--- src/rtl/rv_pkg.sv ---
// Shared register-file writeback types: arbiter state, default widths and the
// writeback request payload.
package rv_pkg;

  localparam int unsigned RV_DATA_WIDTH    = 32;
  localparam int unsigned RV_NUM_REGISTERS = 32;
  localparam int unsigned RV_ADDRESS_WIDTH = $clog2(RV_NUM_REGISTERS);

  // NORMAL: pipeline port has priority. STARVED: long-latency port is forced through.
  typedef enum logic {
    NORMAL  = 1'b0,
    STARVED = 1'b1
  } wb_state_e;

  typedef struct packed {
    logic                        valid;
    logic [RV_ADDRESS_WIDTH-1:0] rd;
    logic [RV_DATA_WIDTH-1:0]    data;
  } wb_req_t;

endpackage

--- src/rtl/wb_arbiter.sv ---
// Two-port register-file writeback arbiter.
// Port 0 (pipeline) has fixed priority; port 1 (load/divide unit) is forced
// through after MAX_WAIT consecutive refused cycles. Writes to x0 are accepted
// but never reach the register file.
// Ports:
//   clk, rst                         clock, synchronous active-high reset
//   p0_valid_in/p0_rd_in/p0_data_in  pipeline writeback request
//   p0_ready_out                     port 0 accept (combinational)
//   p1_valid_in/p1_rd_in/p1_data_in  long-latency unit writeback request
//   p1_ready_out                     port 1 accept (combinational)
//   wr_en_out/rd_out/rd_data_out     registered register-file write port
module wb_arbiter
  import rv_pkg::*;
#(
  parameter int unsigned DATA_WIDTH    = RV_DATA_WIDTH,
  parameter int unsigned NUM_REGISTERS = RV_NUM_REGISTERS,
  parameter int unsigned MAX_WAIT      = 4
) (
  input  logic                                 clk,
  input  logic                                 rst,
  input  logic                                 p0_valid_in,
  input  logic [$clog2(NUM_REGISTERS)-1:0]     p0_rd_in,
  input  logic [DATA_WIDTH-1:0]                p0_data_in,
  output logic                                 p0_ready_out,
  input  logic                                 p1_valid_in,
  input  logic [$clog2(NUM_REGISTERS)-1:0]     p1_rd_in,
  input  logic [DATA_WIDTH-1:0]                p1_data_in,
  output logic                                 p1_ready_out,
  output logic                                 wr_en_out,
  output logic [$clog2(NUM_REGISTERS)-1:0]     rd_out,
  output logic [DATA_WIDTH-1:0]                rd_data_out
);

  localparam int unsigned ADDRESS_WIDTH = $clog2(NUM_REGISTERS);
  localparam int unsigned CNT_W         = 8;
  localparam logic [CNT_W-1:0] MAX_CNT  = CNT_W'(MAX_WAIT);

  wb_state_e         state;
  logic [CNT_W-1:0]  wait_cnt;
  logic [CNT_W-1:0]  wait_cnt_next;
  logic              p0_xfer;
  logic              p1_xfer;

  // Accept logic: depends only on valids, state and reset, never on ready.
  always_comb begin
    p0_ready_out = 1'b0;
    p1_ready_out = 1'b0;
    if (!rst) begin
      case (state)
        NORMAL: begin
          p0_ready_out = 1'b1;
          p1_ready_out = !p0_valid_in;
        end
        STARVED: begin
          p0_ready_out = 1'b0;
          p1_ready_out = 1'b1;
        end
        default: begin
          p0_ready_out = 1'b0;
          p1_ready_out = 1'b0;
        end
      endcase
    end
    p0_xfer = p0_valid_in && p0_ready_out;
    p1_xfer = p1_valid_in && p1_ready_out;
  end

  // Refused-cycle counter for port 1, saturating at MAX_WAIT.
  always_comb begin
    wait_cnt_next = wait_cnt;
    if (!p1_valid_in || p1_xfer) begin
      wait_cnt_next = '0;
    end else if (wait_cnt < MAX_CNT) begin
      wait_cnt_next = CNT_W'(wait_cnt + CNT_W'(1));
    end
  end

  // State, counter and register-file write port.
  always_ff @(posedge clk) begin
    if (rst) begin
      state       <= NORMAL;
      wait_cnt    <= '0;
      wr_en_out   <= 1'b0;
      rd_out      <= '0;
      rd_data_out <= '0;
    end else begin
      wait_cnt  <= wait_cnt_next;
      wr_en_out <= 1'b0;

      case (state)
        NORMAL:  if (wait_cnt_next == MAX_CNT) state <= STARVED;
        // A requester that withdraws while starved releases the forced grant.
        STARVED: if (p1_xfer || !p1_valid_in) state <= NORMAL;
        default: state <= NORMAL;
      endcase

      if (p0_xfer) begin
        rd_out      <= p0_rd_in;
        rd_data_out <= p0_data_in;
        wr_en_out   <= (p0_rd_in != ADDRESS_WIDTH'(0));
      end else if (p1_xfer) begin
        rd_out      <= p1_rd_in;
        rd_data_out <= p1_data_in;
        wr_en_out   <= (p1_rd_in != ADDRESS_WIDTH'(0));
      end
    end
  end

endmodule

--- config.mk ---
export PLATFORM = sky130hd
export DESIGN_NAME = wb_arbiter
export DESIGN_NICKNAME = d
export VERILOG_FILES = /design/src/rtl/rv_pkg.sv /design/src/rtl/wb_arbiter.sv
export SDC_FILE = /design/constraint.sdc
export NUM_CORES = 1
export LEC_CHECK = 0
export CAP_MARGIN = 15
export CORE_MARGIN = 4
export CORE_UTILIZATION = 30
export CTS_BUF_LIST = sky130_fd_sc_hd__clkbuf_4 sky130_fd_sc_hd__clkbuf_8
export CTS_CLUSTER_DIAMETER = 100
export DETAILED_ROUTE_END_ITERATION = 12
export PLACE_DENSITY_LB_ADDON = 0.12
export SLEW_MARGIN = 40
export SYNTH_ARGS = -nofsm -noshare
export SYNTH_HDL_FRONTEND = slang
export SYNTH_SLANG_ARGS = --single-unit
--- constraint.sdc ---
create_clock -name clk -period 2.3 [get_ports clk]
set_clock_uncertainty 0.1 [all_clocks]
set_input_delay 0.69 -clock clk [delete_from_list [all_inputs] [get_ports clk]]
set_output_delay 0.69 -clock clk [all_outputs]
set_load 0.01 [all_outputs]
## Yosys cells after proc, flatten, opt, wreduce, memory -nomap -nowiden

Cells that the tools add are included.

| word-level totals | value |
|---|---|
| register bits after elaboration | 47 |
| output and inout port bits | 40 |
| word-level logic and storage cells | 32 |
| input port bits | 78 |

| cells by class | value |
|---|---|
| reduce and logical (&&, ||, !) cells | 8 |
| equality and inequality tests | 1 |
| multiplexer cells | 15 |
| bitwise gates (word level) | 1 |
| magnitude comparators | 1 |
| $add $sub $neg | 1 |

Operators by type and width:

| operator | count |
|---|---|
| 32-bit 2-to-1 mux | 2 |
| 8-bit 2-to-1 mux | 2 |
| 5-bit 2-to-1 mux | 2 |
| 5-bit nonzero test | 2 |
| 8-bit by 1-bit adder with 8-bit output (second input constant) | 1 |
| 8-bit by 3-bit == test with 1-bit output (second input constant) | 1 |
| 8-bit by 3-bit < comparator with 1-bit output (second input constant) | 1 |
| 1-bit 2-to-1 mux | 6 |
| 1-bit case mux with 2 select lines | 3 |
| 1-bit logical AND | 2 |
| 1-bit logical NOT | 2 |
| 2-bit nonzero test | 1 |
| 1-bit logical OR | 1 |
| 1-bit inverter | 1 |

## Logic depth before layout (Yosys ltp)

| logic depth | value |
|---|---|
| depth after elaboration | 9 |
| depth in mapped cells | 6 |
| gate-level depth less buffers | 4 |

## Worst setup path before layout

Ideal clock, no wire load.

| path | value |
|---|---|
| path kind | input-to-output |
| from | in rst |
| to | out p1_ready_out |
| path buffers | 2 |
| arrival time | 1.272 ns |
| stages on the path | 3 |
| slack | 0.238 ns |
| data required time | 1.510 ns |
| cell sequence | clkbuf_1 clkbuf_1 nor2_1 |

| on the way | value |
|---|---|
| word-level cells in the longest chain between the ends | 1 |

Ends and longest elaborated chain:

| item | line | source |
|---|---|---|
| start: declaration | wb_arbiter.sv:20 | `input logic rst,` |
| 1-bit 2-to-1 mux | wb_arbiter.sv:48 | `if (!rst) begin` |
| end: declaration | wb_arbiter.sv:28 | `output logic p1_ready_out,` |

Every way passes these cells.

## Worst setup path in the final report

| path | value |
|---|---|
| from | in rst |
| to | out p0_ready_out |

| on the way | value |
|---|---|
| word-level cells in the longest chain between the ends | 1 |

Ends and longest elaborated chain:

| item | line | source |
|---|---|---|
| 1-bit 2-to-1 mux | wb_arbiter.sv:48 |  |
| end: declaration | wb_arbiter.sv:24 | `output logic p0_ready_out,` |

Every way passes these cells.

==> flow_summary.yaml <==
logic_synthesis:
  yosysTopAreaCell: "dfxtp_1"
  syn-cell-area_mm2: 0.002021
  synth.net_count: 287
  seq_area_frac_synth: 0.4656
  ys_warn_count: 0
  netlist.area_leader.share: 0.4656
  synthArstFlopShare: 0
  synth_area_leaders: "dfxtp_1 47%, mux2i_1 19%, a211oi_1 14%"
  avgSynthCellArea_um2: 9.715
  synth.distinct_cells: 25
  yosysMostFrequentCell: "dfxtp_1"
  ys_ff_latch: 47
  synth_flop_cell: "dfxtp_1"
  synth.top_cells.by_count: "47 x dfxtp_1, 42 x nor2_1, 38 x mux2i_1, 37 x a211oi_1, 10 x clkbuf_1"
  synth_edf_count: 0
  netlist_instances: 208
layout:
  final_util: 0.5263
  fill_cells: 616
  ff_latch_area_um2: 940.9
  drive_above_1_share: 0.08025
  antenna_cells: 0
  finalInstanceArea_mm2: 0.003400
  multi_input_area_mm2: 0.001008
  syn2layout_area_growth_pct: 68.24
  num-nets-final: 402
clock_tree:
  cts.sinks: 47
  numCtsBuffers: 5
  ctsHoldBuffers: 0
  cts_root_buffer: "clkbuf_8"
  cts_tree: "yes"
  clkTransAtPathRegs_ps: 90
  clk_latency_ps: 290
  clockBufferDepth: 2
  htreeDepth: 2
floorplanning:
  die_w_um: 90.07
  io_pins: 118
  start_util: 0.3129
  coreArea_mm2: 0.006459
  num_rows: 29
  dieArea_mm2: 0.008113
  die_h_um: 90.07
sta:
  fin_ws_ps: 88.87
  period_needed_ps: 2211
  slew-limit-headroom: 0.8016
  finalSetupViolations: 0
  rsz0062_at_grt: "false"
  worst_slew_pin_slew_ps: 297.5
  fin_setup_tns_ps: 0
  hold_violations: 0
  fin_crit_sh: 0.9614
  fmax_mhz: 452.3
  maxSlewViolCount: 0
placement:
  port_buffers: 117
  hpwl_um: 4245
  dp_slack_ps: -369.1
  gp_congestion: 0.7132
  place_area_mm2: 0.003296
min_path:
  min_path_type: "flop to flop"
drt:
  drtPass1Iterations: 4
  wirelength_um: 5702
  avgRoutedWirePerCell_um: 14.22
  drc: 0
  vias: 1894
  first_iter_violations: 46
  viasPerCell: 4.723
  drtAntennaViolNets: 0
global_route:
  overflow: 0
  busiest_layer: "met2"
  grt.met2_usage: 0.2396
  met3_usage: 0.05843
  use_met1: 0.1676
  grt_pass1_vias: 1959
  grt_max_degree: 49
  antenna_found_initial: 0
  grt_pass1_wl_um: 9418
  grt_usage: 0.1420
run_status:
  status: "complete, no violations"
setup_path:
  critPathMaxFanout: 4
  path_cells: "buf_2 > nor2_1 > clkdlybuf4s50_1"
  cp-end-kind: "output pin"
  crit_slowest_cell: "clkdlybuf4s50_1"
  crit_arrival_ps: 1420
  crit_path_start_kind: "input pin"
  crit_required_ps: 1510
  r2r_slack_ps: 510
  critPathTopFamily: "buffers and inverters"
  critPathMaxStageDelay_ps: 530
  cp_num_buf_inv: 2
  critPathKind: "input pin to output pin"
power_and_ir_drop:
  ir_worst_vdd_mv: 0.2525
  leakagePower_nw: 1.360
  p_per_area_mw_per_mm2: 536.3
flow_run:
  max_cap_viol_count: 0
-- worst paths after layout --
path | start | endpoint | cells after the start
worst min register to register | wait_cnt[4]$_SDFF_PP0_ | wait_cnt[4]$_SDFF_PP0_ | 1
worst min-delay path | wait_cnt[4]$_SDFF_PP0_ | wait_cnt[4]$_SDFF_PP0_ | 1
worst max-delay path | rst | p0_ready_out | 3
worst max register to register | wait_cnt[6]$_SDFF_PP0_ | state$_SDFF_PP0_ | 4
-- layout by cell type, fill, tap and decap left out, drive strengths merged, types with 2 or more instances in the layout --
| master | instances |
|---|---|
| nor2 | 42 |
| and2 | 5 |
| clkdlybuf4s50 | 113 |
| nor3b | 2 |
| or4 | 2 |
| clkbuf | 6 |
| xnor2 | 2 |
| dfxtp | 47 |
| nor3 | 2 |
| buf | 12 |
| o21ai | 2 |
| a211oi | 37 |
| mux2i | 38 |
-- worst register-to-register path, stage by stage, from the launching register on --
cell	delay, ps
dfxtp_1	320
or4_4	550
or3_4	360
mux2i_1	200
and4bb_1	200
-- layer usage --
metal  share of wire  vias to the layer above
met5               0                        -
met4           0.010                        0
met3           0.086                        6
met2            0.48                       64
met1            0.42                      844
li1                -                      980
-- cell type report --
cell class                      count  share of cell area
Sequential cell                    47              0.2768
Tap cell                           77             0.02834
Clock inverter                      2            0.003681
Inverter                            1            0.001104
Multi-Input combinational cell    141              0.2967
Clock buffer                        6             0.02245
Timing Repair Buffer              127              0.3710
-- power breakdown --
group / internal (W) / switching, W
clock: 0.000225 / 0.000276
sequential: 0.000865 / 0.0000263
combinational: 0.000273 / 0.000157
total: 0.00136 / 0.000460
-- sequential cells by signal, summed over array words and instances, names as in the netlist --
signal       flops
rd_data_out     32
rd_out           5
state            1
wait_cnt         8
wr_en_out        1
-- stage by stage --
step | hold WS (ps) | power, W | instances
4_1_cts | 371.9 | 0.001851 | 401
3_3_place_gp | 347.1 | 0.001340 | 392
2_1_floorplan | 330.9 | 0.001070 | 208
5_1_grt | 388.1 | 0.001923 | 401
3_5_place_dp | 348.3 | 0.001343 | 392
6_report | 368.1 | 0.001823 | 401
-- cells by family after synthesis --
| logic type | count (synthesis) | share of synthesized area |
|---|---|---|
| simple gates | 58 | 0.1375 |
| flops | 47 | 0.4656 |
| compound gates | 42 | 0.1536 |
| mux | 38 | 0.1882 |
| buf+inv | 20 | 0.04024 |
| xor+xnor | 2 | 0.008670 |
| fa+ha+maj | 1 | 0.006191 |
-- timing repair --
action / in CTS / in global routing
setup endpoints to repair: 1 / 0
resized for setup: 6 / 0
buffers inserted: 1 / 0
Power figures use the tool's default switching activity.
